### src/rtl/axi4_lite_master_arbiter.sv
// axi4_lite_master_arbiter: round-robin sharing of one AXI4-Lite master port among NUM_REQ requesters
module axi4_lite_master_arbiter #(
  parameter int ADDR_WIDTH = 32,
  parameter int DATA_WIDTH = 32,
  parameter int NUM_REQ    = 4
) (
  input  logic                             clk,
  input  logic                             reset_n,
  input  logic [NUM_REQ-1:0]               req_valid,
  input  logic [NUM_REQ-1:0]               req_write,
  input  logic [NUM_REQ*ADDR_WIDTH-1:0]    req_addr,
  input  logic [NUM_REQ*DATA_WIDTH-1:0]    req_wdata,
  output logic [NUM_REQ-1:0]               req_ready,
  output logic [NUM_REQ-1:0]               resp_valid,
  output logic [DATA_WIDTH-1:0]            resp_rdata,
  output logic                             resp_err,
  output logic [ADDR_WIDTH-1:0]            awaddr,
  output logic                             awvalid,
  input  logic                             awready,
  output logic [DATA_WIDTH-1:0]            wdata,
  output logic                             wvalid,
  input  logic                             wready,
  input  logic [1:0]                       bresp,
  input  logic                             bvalid,
  output logic                             bready,
  output logic [ADDR_WIDTH-1:0]            araddr,
  output logic                             arvalid,
  input  logic                             arready,
  input  logic [DATA_WIDTH-1:0]            rdata,
  input  logic [1:0]                       rresp,
  input  logic                             rvalid,
  output logic                             rready
);
  localparam int IW = $clog2(NUM_REQ);
  typedef enum logic [2:0] {IDLE, WRITE, WRITE_RESP, READ_ADDR, READ_DATA, DONE} state_t;
  state_t state, state_d;
  logic [IW-1:0] rr, idx, gnt, p;
  logic gnt_any, aw_left, w_left;
  int j;
  // scan from the highest offset down so the first valid at or after rr wins
  always_comb begin
    gnt = '0;
    gnt_any = 1'b0;
    j = 0;
    p = '0;
    for (int k = NUM_REQ - 1; k >= 0; k--) begin
      j = int'(rr) + k;
      j = (j >= NUM_REQ) ? j - NUM_REQ : j;
      p = IW'(j);
      if (req_valid[p]) begin
        gnt = p;
        gnt_any = 1'b1;
      end
    end
  end
  assign req_ready = (state == IDLE && gnt_any) ? NUM_REQ'(1) << gnt : '0;
  assign aw_left = awvalid & ~awready;
  assign w_left = wvalid & ~wready;
  always_comb begin
    state_d = state;
    case (state)
      IDLE:       state_d = gnt_any ? (req_write[gnt] ? WRITE : READ_ADDR) : IDLE;
      WRITE:      state_d = (!aw_left && !w_left) ? WRITE_RESP : WRITE;
      WRITE_RESP: state_d = bvalid ? DONE : WRITE_RESP;
      READ_ADDR:  state_d = arready ? READ_DATA : READ_ADDR;
      READ_DATA:  state_d = rvalid ? DONE : READ_DATA;
      default:    state_d = IDLE;
    endcase
  end
  always_ff @(posedge clk or negedge reset_n)
    if (!reset_n) state <= IDLE;
    else state <= state_d;
  always_ff @(posedge clk or negedge reset_n) begin
    if (!reset_n) begin
      rr <= '0;
      idx <= '0;
      awaddr <= '0;
      awvalid <= 1'b0;
      wdata <= '0;
      wvalid <= 1'b0;
      bready <= 1'b0;
      araddr <= '0;
      arvalid <= 1'b0;
      rready <= 1'b0;
      resp_valid <= '0;
      resp_rdata <= '0;
      resp_err <= 1'b0;
    end else begin
      resp_valid <= '0;
      case (state)
        IDLE: if (gnt_any) begin
          idx <= gnt;
          rr <= (gnt == IW'(NUM_REQ - 1)) ? '0 : gnt + 1'b1;
          if (req_write[gnt]) begin
            awaddr <= req_addr[gnt*ADDR_WIDTH +: ADDR_WIDTH];
            wdata <= req_wdata[gnt*DATA_WIDTH +: DATA_WIDTH];
            awvalid <= 1'b1;
            wvalid <= 1'b1;
          end else begin
            araddr <= req_addr[gnt*ADDR_WIDTH +: ADDR_WIDTH];
            arvalid <= 1'b1;
          end
        end
        WRITE: begin
          if (awready) awvalid <= 1'b0;
          if (wready) wvalid <= 1'b0;
          if (!aw_left && !w_left) bready <= 1'b1;
        end
        WRITE_RESP: if (bvalid) begin
          bready <= 1'b0;
          resp_valid <= NUM_REQ'(1) << idx;
          resp_rdata <= '0;
          resp_err <= bresp[1];
        end
        READ_ADDR: if (arready) begin
          arvalid <= 1'b0;
          rready <= 1'b1;
        end
        READ_DATA: if (rvalid) begin
          rready <= 1'b0;
          resp_valid <= NUM_REQ'(1) << idx;
          resp_rdata <= rdata;
          resp_err <= rresp[1];
        end
        default: ;
      endcase
    end
  end
endmodule
### config.mk
export PLATFORM = sky130hd
export DESIGN_NAME = axi4_lite_master_arbiter
export DESIGN_NICKNAME = d
export VERILOG_FILES = /design/src/rtl/axi4_lite_master_arbiter.sv
export SDC_FILE = /design/constraint.sdc
export NUM_CORES = 1
export LEC_CHECK = 0
export BUFFER_PORTS_ARGS = -buffer_cell sky130_fd_sc_hd__buf_2
export CAP_MARGIN = 10
export CORE_AREA = 3 3 173 175
export DETAILED_ROUTE_END_ITERATION = 10
export DIE_AREA = 0 0 176 178
export HOLD_SLACK_MARGIN = 0.15
export SYNTH_ARGS = -nofsm -noshare
export SYNTH_HDL_FRONTEND = slang
export SYNTH_SLANG_ARGS = --single-unit
### constraint.sdc
create_clock -name clk -period 2.95 [get_ports clk]
set_clock_uncertainty 0.15 [all_clocks]
set_input_delay 0.7375 -clock clk [delete_from_list [all_inputs] [get_ports clk]]
set_output_delay 0.7375 -clock clk [all_outputs]
set_load 0.03 [all_outputs]
; ---- After elaboration in Yosys (flattened, before gate mapping)
; Cells that the tools add are included.
[totals]
output_inout_bits = 142
reg_bits = 145
wordCells = 129
inputBits = 307
[op_classes]
n_lt_le_gt_ge = 9
muxes = 56
bitwise = 5
n_shift = 4
addsub = 8
n_reduce_logical = 19
eq_ne = 14
[ops]
columns = op, count
row1 = $shiftx A128 B8 Y32, 2
row2 = $mux W32, 2
row3 = $pmux W32 S2, 1
row4 = $mux W2, 12
row5 = $mux W1, 23
row6 = $ne A2 B2 Y1 const B, 8
row7 = $lt A2 B3 Y1 const B, 5
row8 = $pmux W3 S5, 1
row9 = $reduce_and A3 Y1, 5
row10 = $mux W4, 3
row11 = $pmux W1 S2, 6
row12 = $reduce_and A4 Y1, 3
row13 = $bmux W1 S2, 5
row14 = $reduce_bool A2 Y1, 5
row15 = $ge A3 B3 Y1 const B, 3
row16 = $pmux W4 S2, 1
row17 = $shl A1 B2 Y4 const A, 2
row18 = $sub A2 B1 Y2 const B, 4
row19 = $add A2 B2 Y3 const B, 2
row20 = $eq A3 B2 Y1 const B, 2
row21 = $mux W3, 2
row22 = $add A2 B1 Y3 const B, 1
row23 = $eq A3 B1 Y1 const B, 1
row24 = $eq A3 B3 Y1 const B, 1
row25 = 10 further kinds, 15

; ---- Depth between registers and ports, before layout
; Gate-level depths: netlist of run 1.
[logic_depth]
depth_word = 14
depth_mapped = 10

; ---- Least setup slack after synthesis of run 1
; OpenSTA, ideal clock, no wires.
[synth_timing]
path_kind = input port to output port
from = input req_valid[2]
to = output req_ready[1]
stages = 6
required_time_ps = 2062
slack_ps = -68
path_buffers = 2
arrival_ps = 2130
cell_sequence = nor2b_1 > a221oi_2 > buf_4 > buf_2 > ha_1 > and2_1
[synth_between]
elab_chain_len = 8
[synth_lines]
columns = item, line_no
row1 = "start, declared", 9  ; input logic [NUM_REQ-1:0] req_valid,
row2 = $bmux W1 S2, 50  ; if (req_valid[p]) begin
row3 = $mux W1 (not written as such), 50
row4 = $mux W2 (3 in series), 50
row5 = $mux W2 (*), 50
row6 = named net gnt[0], 37  ; logic [IW-1:0] rr, idx, gnt, p;
row7 = $shl A1 B2 Y4 (*), 56  ; assign req_ready = (state == IDLE && gnt_any) ? NUM_REQ'(1) << gnt : '0;
row8 = $mux W4 (*), 56
row9 = "end, declared", 13  ; output logic [NUM_REQ-1:0] req_ready,
; The timed path passes the listed nets; every way through them passes the cells marked *. The select of a mux whose other input is x is not followed.

; ---- Worst setup path after layout of run 1
[layout_timing]
from = register rr[1]
to = output req_ready[2]
[layout_between]
elab_chain_len = 11
[layout_lines]
columns = item, line_no
row1 = "start, declared", 37
row2 = "start signal, assigned", 93  ; rr <= (gnt == IW'(NUM_REQ - 1)) ? '0 : gnt + 1'b1;
row3 = $add A2 B2 Y3, 47  ; j = int'(rr) + k;
row4 = $ge A3 B3 Y1 or $sub A2 B1 Y2 (tied branches), 48  ; j = (j >= NUM_REQ) ? j - NUM_REQ : j;
row5 = $mux W2, 48
row6 = $bmux W1 S2, 50
row7 = $mux W1 (not written as such), 50
row8 = $mux W2 or $mux W1 (tied branches) (4 in series), 50
row9 = $shl A1 B2 Y4 or $logic_and A1 B1 Y1 (tied branches), 56
row10 = $mux W4 (*), 56
; Every way passes the cells marked *; elsewhere a longest branch is shown, timed or not. The select of a mux whose other input is x is not followed.

==> flow_summary.json, run 1 <==
{
  "r2r-end": "wdata[4]$_DFFE_PN0P_",
  "synth_mux_area_share_pct": 37.6,
  "final_core_util_pct": 40.2,
  "p_per_area_nw_per_um2": 1080,
  "num_vias": 6792,
  "grt_pass1_vias": 6934,
  "synth_top_area_share_pct": 45.5,
  "synth_xor_area_share_pct": 0,
  "yosysMostFrequentCell": "mux2i_1",
  "hold_path_class": "reg2reg",
  "cts-root-buf": "clkbuf_16",
  "drc_errors": 0,
  "vdd_ir_drop_max_v": 0.000580,
  "setup_tns_ns": 0,
  "diodes": 0,
  "instances_no_fill": 1569,
  "syn_nets": 1032,
  "placed_area_um2": 10800,
  "cts_tree": "done",
  "rows": 62,
  "core_area_um2": 28600,
  "report.power.total_mw": 12.5,
  "tightest_slew_ns": 0.819,
  "synth_simple_gate_area_share_pct": 5.86,
  "design_area_um2": 11500,
  "dp_cells": 1531,
  "cp_max_fo": 5,
  "die_area_um2": 31300,
  "grt_usage_pct": 15.3,
  "p_leak_nw": 6.47,
  "worstPathRequired_ns": 2.06,
  "finalHoldViolCount": 0,
  "drive_above_1_share_pct": 49.5,
  "ys.flop_type": "dfrtp_1",
  "start_util_pct": 27.9,
  "drt-total-wl_mm": 25.3,
  "yosysWarnings": 0,
  "r2r_slack_ns": 0.19,
  "synthAdderAreaFrac_pct": 0.627,
  "fmax_mhz": 342,
  "die_w_um": 176,
  "io_pins": 449,
  "reg2reg_from": "rr[0]$_DFFE_PN0P_",
  "relSlewSlack_pct": 45.4,
  "cts_max_level": 4,
  "grt_first_pass_wirelength_mm": 37.6,
  "synthToLayoutAreaGrowth_pct": 44.3,
  "clkSinkCount": 145,
  "crit_path_end_kind": "primary output",
  "synth_largest_area_cell": "dfrtp_1",
  "synth-edff-count": 0,
  "port_buffers": 446,
  "gr-total-overflow": 0,
  "clockBufferDepth": 2,
  "crit_type": "reg2out",
  "dieHeight_um": 178,
  "antenna_found_initial": 0,
  "ant_nets": 0,
  "crit_end": "req_ready[2]",
  "ys_ff_latch": 145,
  "synth_top_family_by_area": "multiplexers",
  "crit_start": "rr[1]$_DFFE_PN0P_",
  "period_needed_ns": 2.92,
  "place_congestion": 0.797,
  "synth-async-reset-ratio_pct": 100,
  "viasPerCell": 4.33,
  "rsz0062_at_grt": "true",
  "setup_viol": 0,
  "grt_max_degree": 69,
  "start_kind": "flop",
  "synth_area_leaders": "dfrtp_1 (45%), mux2i_1 (28%), mux2_2 (8.3%)",
  "clk_pin_slew_ns": 0.06,
  "synth_cell_types": 35,
  "cts_inserted_buffers": 17,
  "slew_violations": 0,
  "cap_violations": 0,
  "syn_area_um2": 7980,
  "dp_hpwl_mm": 19.6,
  "nets": 1483,
  "arrival_ns": 2.03,
  "synthCells": 721,
  "drtIter0Drc": 249,
  "synth-seq-area-share_pct": 45.5,
  "ff2ff_path_depth": 10,
  "synth_compound_area_share_pct": 4.03,
  "run_status": "completed",
  "yosys-top-cells-count": "mux2i_1 (227), dfrtp_1 (145), nand2_1 (75)",
  "fin_crit_sh_pct": 99.0,
  "clk_latency_ns": 0.42,
  "wire_per_inst_um": 16.1,
  "avgSynthCellArea_um2": 11.1,
  "first_pass_iters": 4,
  "nFillCells": 2832
}
==> flip-flops by register name, indices dropped and copies added (netlist names) <==
register,cells
arvalid,1
awaddr,32
state,3
rr,2
awvalid,1
resp_rdata,32
bready,1
wdata,32
idx,2
araddr,32
resp_valid,4
rready,1
resp_err,1
wvalid,1
==> metrics by stage <==
stage                     setup slack (ns)  hold WS [ns]
after floorplan                     0.0670         0.277
after CTS                           0.0162         0.308
after global placement              0.0160         0.295
final                               0.0286         0.305
after detailed placement           -0.0252         0.307
after global routing               -0.0532         0.323
==> layer usage <==
layer  up-vias  share of wire [%]  global-route usage (%)
met5         -                  0                       0
met4         0                1.8                    4.82
met3        27                6.7                    3.43
met2       247                 50                    26.5
met1      3161                 41                    18.9
li1       3357                  -                       -
==> worst min path at each step <==
stage                     depth (start not counted)  slack [ns]                       to                from
final                                             1        0.30  resp_valid[0]$_DFF_PN0_  idx[0]$_DFFE_PN0P_
after global placement                            1        0.30  resp_valid[0]$_DFF_PN0_  idx[0]$_DFFE_PN0P_
after global routing                              1        0.32  resp_valid[0]$_DFF_PN0_  idx[0]$_DFFE_PN0P_
after floorplan                                   1        0.28  resp_valid[0]$_DFF_PN0_  idx[0]$_DFFE_PN0P_
after detailed placement                          1        0.31  resp_valid[0]$_DFF_PN0_  idx[0]$_DFFE_PN0P_
after CTS                                         1        0.31  resp_valid[0]$_DFF_PN0_  idx[0]$_DFFE_PN0P_
==> worst max-delay path, stage by stage, from the launching register on <==
cell and delay (ns):
dfrtp_2 0.43, nor2_4 0.05, o21bai_4 0.17, a221oi_4 0.39, inv_2 0.13, ha_4 0.17
and2_4 0.13, buf_6 0.13
==> cells by family after synthesis <==
logic type               Yosys count
adder cells (fa/ha/maj)            4
AND/OR/NAND/NOR                  109
flip-flops                       145
buffers and inverters            117
AO/OA/AOI/OAI                     54
multiplexers                     292
==> timing repair <==
item | in CTS | in global routing
resized for setup | 11 | 20
endpoints found under the setup margin | 4 | 4
pin swaps | 1 | 5
endpoints found under the hold margin | 45 | 0
hold buffers | 1 | 0
setup buffers | 5 | 0
==> final cells by class <==
cell class / instances / area [um^2] / area share, %
inverters: 71 / 269 / 2.33
flip-flops and latches: 145 / 3630 / 31.5
clock buffers: 19 / 443 / 3.84
clock inverters: 13 / 151 / 1.31
repair buffers: 478 / 2580 / 22.4
well taps: 384 / 480 / 4.17
multi-input cells: 459 / 3960 / 34.4
==> power by group <==
| part | internal (mW) | total [mW] | switching [mW] | leakage [nW] |
|---|---|---|---|---|
| Clock | 1.28 | 2.20 | 0.913 | 0.282 |
| Sequential | 2.90 | 3.40 | 0.496 | 1.76 |
| Combinational | 2.64 | 6.90 | 4.26 | 4.43 |
| Total | 6.83 | 12.5 | 5.67 | 6.47 |
==> placed cells by master (no fill, tap or decap), types with 6 or more instances in the layout <==
cell and count:
clkbuf_16 17, inv_1 68, buf_4 24, mux2_2 59, o21ai_0 39, buf_2 441
mux2_1 6, nand2_1 75, dfrtp_1 144, nor2_1 9, buf_6 6, buf_12 6
mux2i_1 227
Power figures use the tool's default switching activity.
==> run 2, diff against run 1 <==
- ABC_AREA: unset -> 1
- CORE_AREA: 3 3 173 175 -> 3 3 176 178
- DIE_AREA: 0 0 176 178 -> 0 0 179 181
==> flow_summary.json, run 2 <==
{
  "hold_path_class": "in2async",
  "clockBufferDepth": 2,
  "first_pass_iters": 5,
  "viasPerCell": 4.44,
  "p_per_area_nw_per_um2": 1410,
  "avgSynthCellArea_um2": 6.84,
  "wire_per_inst_um": 15.6,
  "drtIter0Drc": 453,
  "final_cell_mix": "nand2_1 (650), buf_2 (441), dfrtp_1 (143), inv_1 (114), o211ai_1 (64)",
  "crit_path_end_kind": "primary output",
  "port_buffers": 446,
  "arrival_ns": 2.11,
  "relSlewSlack_pct": 54.2,
  "dp_hpwl_mm": 25.1,
  "rsz0062_at_grt": "true",
  "synth_area_leaders": "dfrtp_1 (43%), nand2_1 (29%), o211ai_1 (5.7%)",
  "start_util_pct": 28.4,
  "slew_violations": 0,
  "fmax_mhz": 334,
  "ys_ff_latch": 145,
  "layout_commonest_cell": "nand2_1",
  "yosys-top-cells-count": "nand2_1 (656), dfrtp_1 (145), inv_1 (120)",
  "place_congestion": 0.896,
  "drive_above_1_share_pct": 34.3,
  "top_layer_used": "met4",
  "worstPathRequired_ns": 2.06,
  "io_pins": 449,
  "grt_max_degree": 83,
  "dpl_worst_slack_ns": -0.107,
  "dieHeight_um": 181,
  "clk_latency_ns": 0.41,
  "drt-total-wl_mm": 32.3,
  "grt_first_pass_wirelength_mm": 48.1,
  "m1WireLength_mm": 13.4,
  "syn_area_um2": 8380,
  "run_status": "finished with violations",
  "start_kind": "flop",
  "yosysMostFrequentCell": "nand2_1",
  "cap_violations": 0,
  "num_vias": 9210,
  "nets": 1980,
  "synthToLayoutAreaGrowth_pct": 43.1,
  "violations": "negative setup slack",
  "synth-async-reset-ratio_pct": 100,
  "crit_type": "reg2out",
  "synth_cell_types": 33,
  "die_area_um2": 32400,
  "period_needed_ns": 2.99,
  "cts_tree": "done",
  "wl_met2_mm": 15.8,
  "setup_tns_ns": -0.125,
  "yosysWarnings": 0,
  "synth-edff-count": 0,
  "antenna_found_initial": 3,
  "p_leak_nw": 7.21,
  "core_area_um2": 29600,
  "synth_top_area_share_pct": 43.3,
  "cts_inserted_buffers": 17,
  "fin_crit_sh_pct": 101,
  "grt_usage_pct": 19.2,
  "cts_max_level": 4,
  "synth-seq-area-share_pct": 43.3,
  "finalHoldViolCount": 0,
  "ant_nets": 0,
  "cts-root-buf": "clkbuf_16",
  "tightest_slew_ns": 0.687,
  "drc_errors": 0,
  "syn_nets": 1537,
  "synthCells": 1226,
  "setup_slack_ns": -0.0426,
  "grt_pass1_vias": 8537,
  "ys.flop_type": "dfrtp_1",
  "rows": 63,
  "wl_met3_mm": 2.60,
  "gr-total-overflow": 0,
  "synth_largest_area_cell": "dfrtp_1",
  "clkSinkCount": 145,
  "nFillCells": 3212,
  "setup_viol": 4,
  "vdd_ir_drop_max_v": 0.000570,
  "clk_pin_slew_ns": 0.07,
  "cp_max_fo": 6,
  "die_w_um": 179
}
==> run 2: path summary, 6_finish.rpt <==
check | startpoint | end | slack [ns] | cells after the start
hold / removal | reset_n | araddr[29]$_DFFE_PN0P_ | 0.17 | 1
hold reg to reg | idx[0]$_DFFE_PN0P_ | resp_valid[2]$_DFF_PN0_ | 0.31 | 1
setup reg to reg | rr[0]$_DFFE_PN0P_ | awaddr[11]$_DFFE_PN0P_ | 0.22 | 14
max in group asynchronous | reset_n | resp_rdata[12]$_DFFE_PN0P_ | 1.78 | 2
min in group clk | idx[0]$_DFFE_PN0P_ | resp_valid[2]$_DFF_PN0_ | 0.31 | 1
setup / recovery | rr[0]$_DFFE_PN0P_ | req_ready[2] | -0.04 | 10
==> run 2: kinds of logic after synthesis <==
logic type / Yosys count / synth area share (%)
flip-flops: 145 / 43.3
AO/OA/AOI/OAI: 142 / 10.8
AND/OR/NAND/NOR: 736 / 34.4
buffers and inverters: 199 / 10.9
adder cells (fa/ha/maj): 4 / 0.597
==> run 2: timing repair <==
item	in CTS	in global routing
setup buffers	6	1
pin swaps	15	5
gates resized for setup	42	3
hold buffers	0	0
endpoints found under the setup margin	4	6
==> run 2: stage by stage <==
stage | util (%) | hold WS (ns) | total power, mW | instance area, um^2 | std cells
after floorplan | - | 0.283 | 11.1 | 8460 | 1226
after global placement | 37.9 | 0.299 | 14.3 | 11200 | 2033
after detailed placement | 37.9 | 0.298 | 14.4 | 11200 | 2033
after CTS | 40.5 | 0.184 | 17.1 | 12000 | 2071
after global routing | 40.6 | 0.203 | 18.4 | 12000 | 2074
final | 40.6 | 0.171 | 16.9 | 12000 | 2074
==> run 2: routing by layer <==
| layer | global-route usage (%) | vias up |
|---|---|---|
| li1 | - | 4697 |
| met1 | 23.9 | 4162 |
| met2 | 32.6 | 329 |
| met3 | 5.17 | 22 |
| met4 | 5.11 | 0 |
| met5 | 0 | - |
==> run 2: critical path, cell delays in order, from the launching register on <==
cell and delay, ns:
dfrtp_2 0.47, buf_6 0.15, o21ai_4 0.17, nand2_2 0.11
nand2_4 0.09, inv_4 0.05, a31oi_4 0.23, ha_4 0.18
inv_2 0.04, nor2_4 0.07, buf_6 0.13
==> run 2: layout make-up <==
cell class	count	area, um^2	area share [%]
well taps	390	488	4.07
repair buffers	496	2740	22.9
inverters	127	493	4.11
clock inverters	13	151	1.26
diodes	2	5.00	0.0417
flip-flops and latches	145	3630	30.3
clock buffers	19	443	3.69
multi-input cells	882	4050	33.7
==> run 2: power breakdown <==
part | switching, mW | internal (mW) | total, mW
combinational | 7.73 | 3.54 | 11.3
sequential | 0.500 | 2.88 | 3.38
clock | 0.966 | 1.29 | 2.25
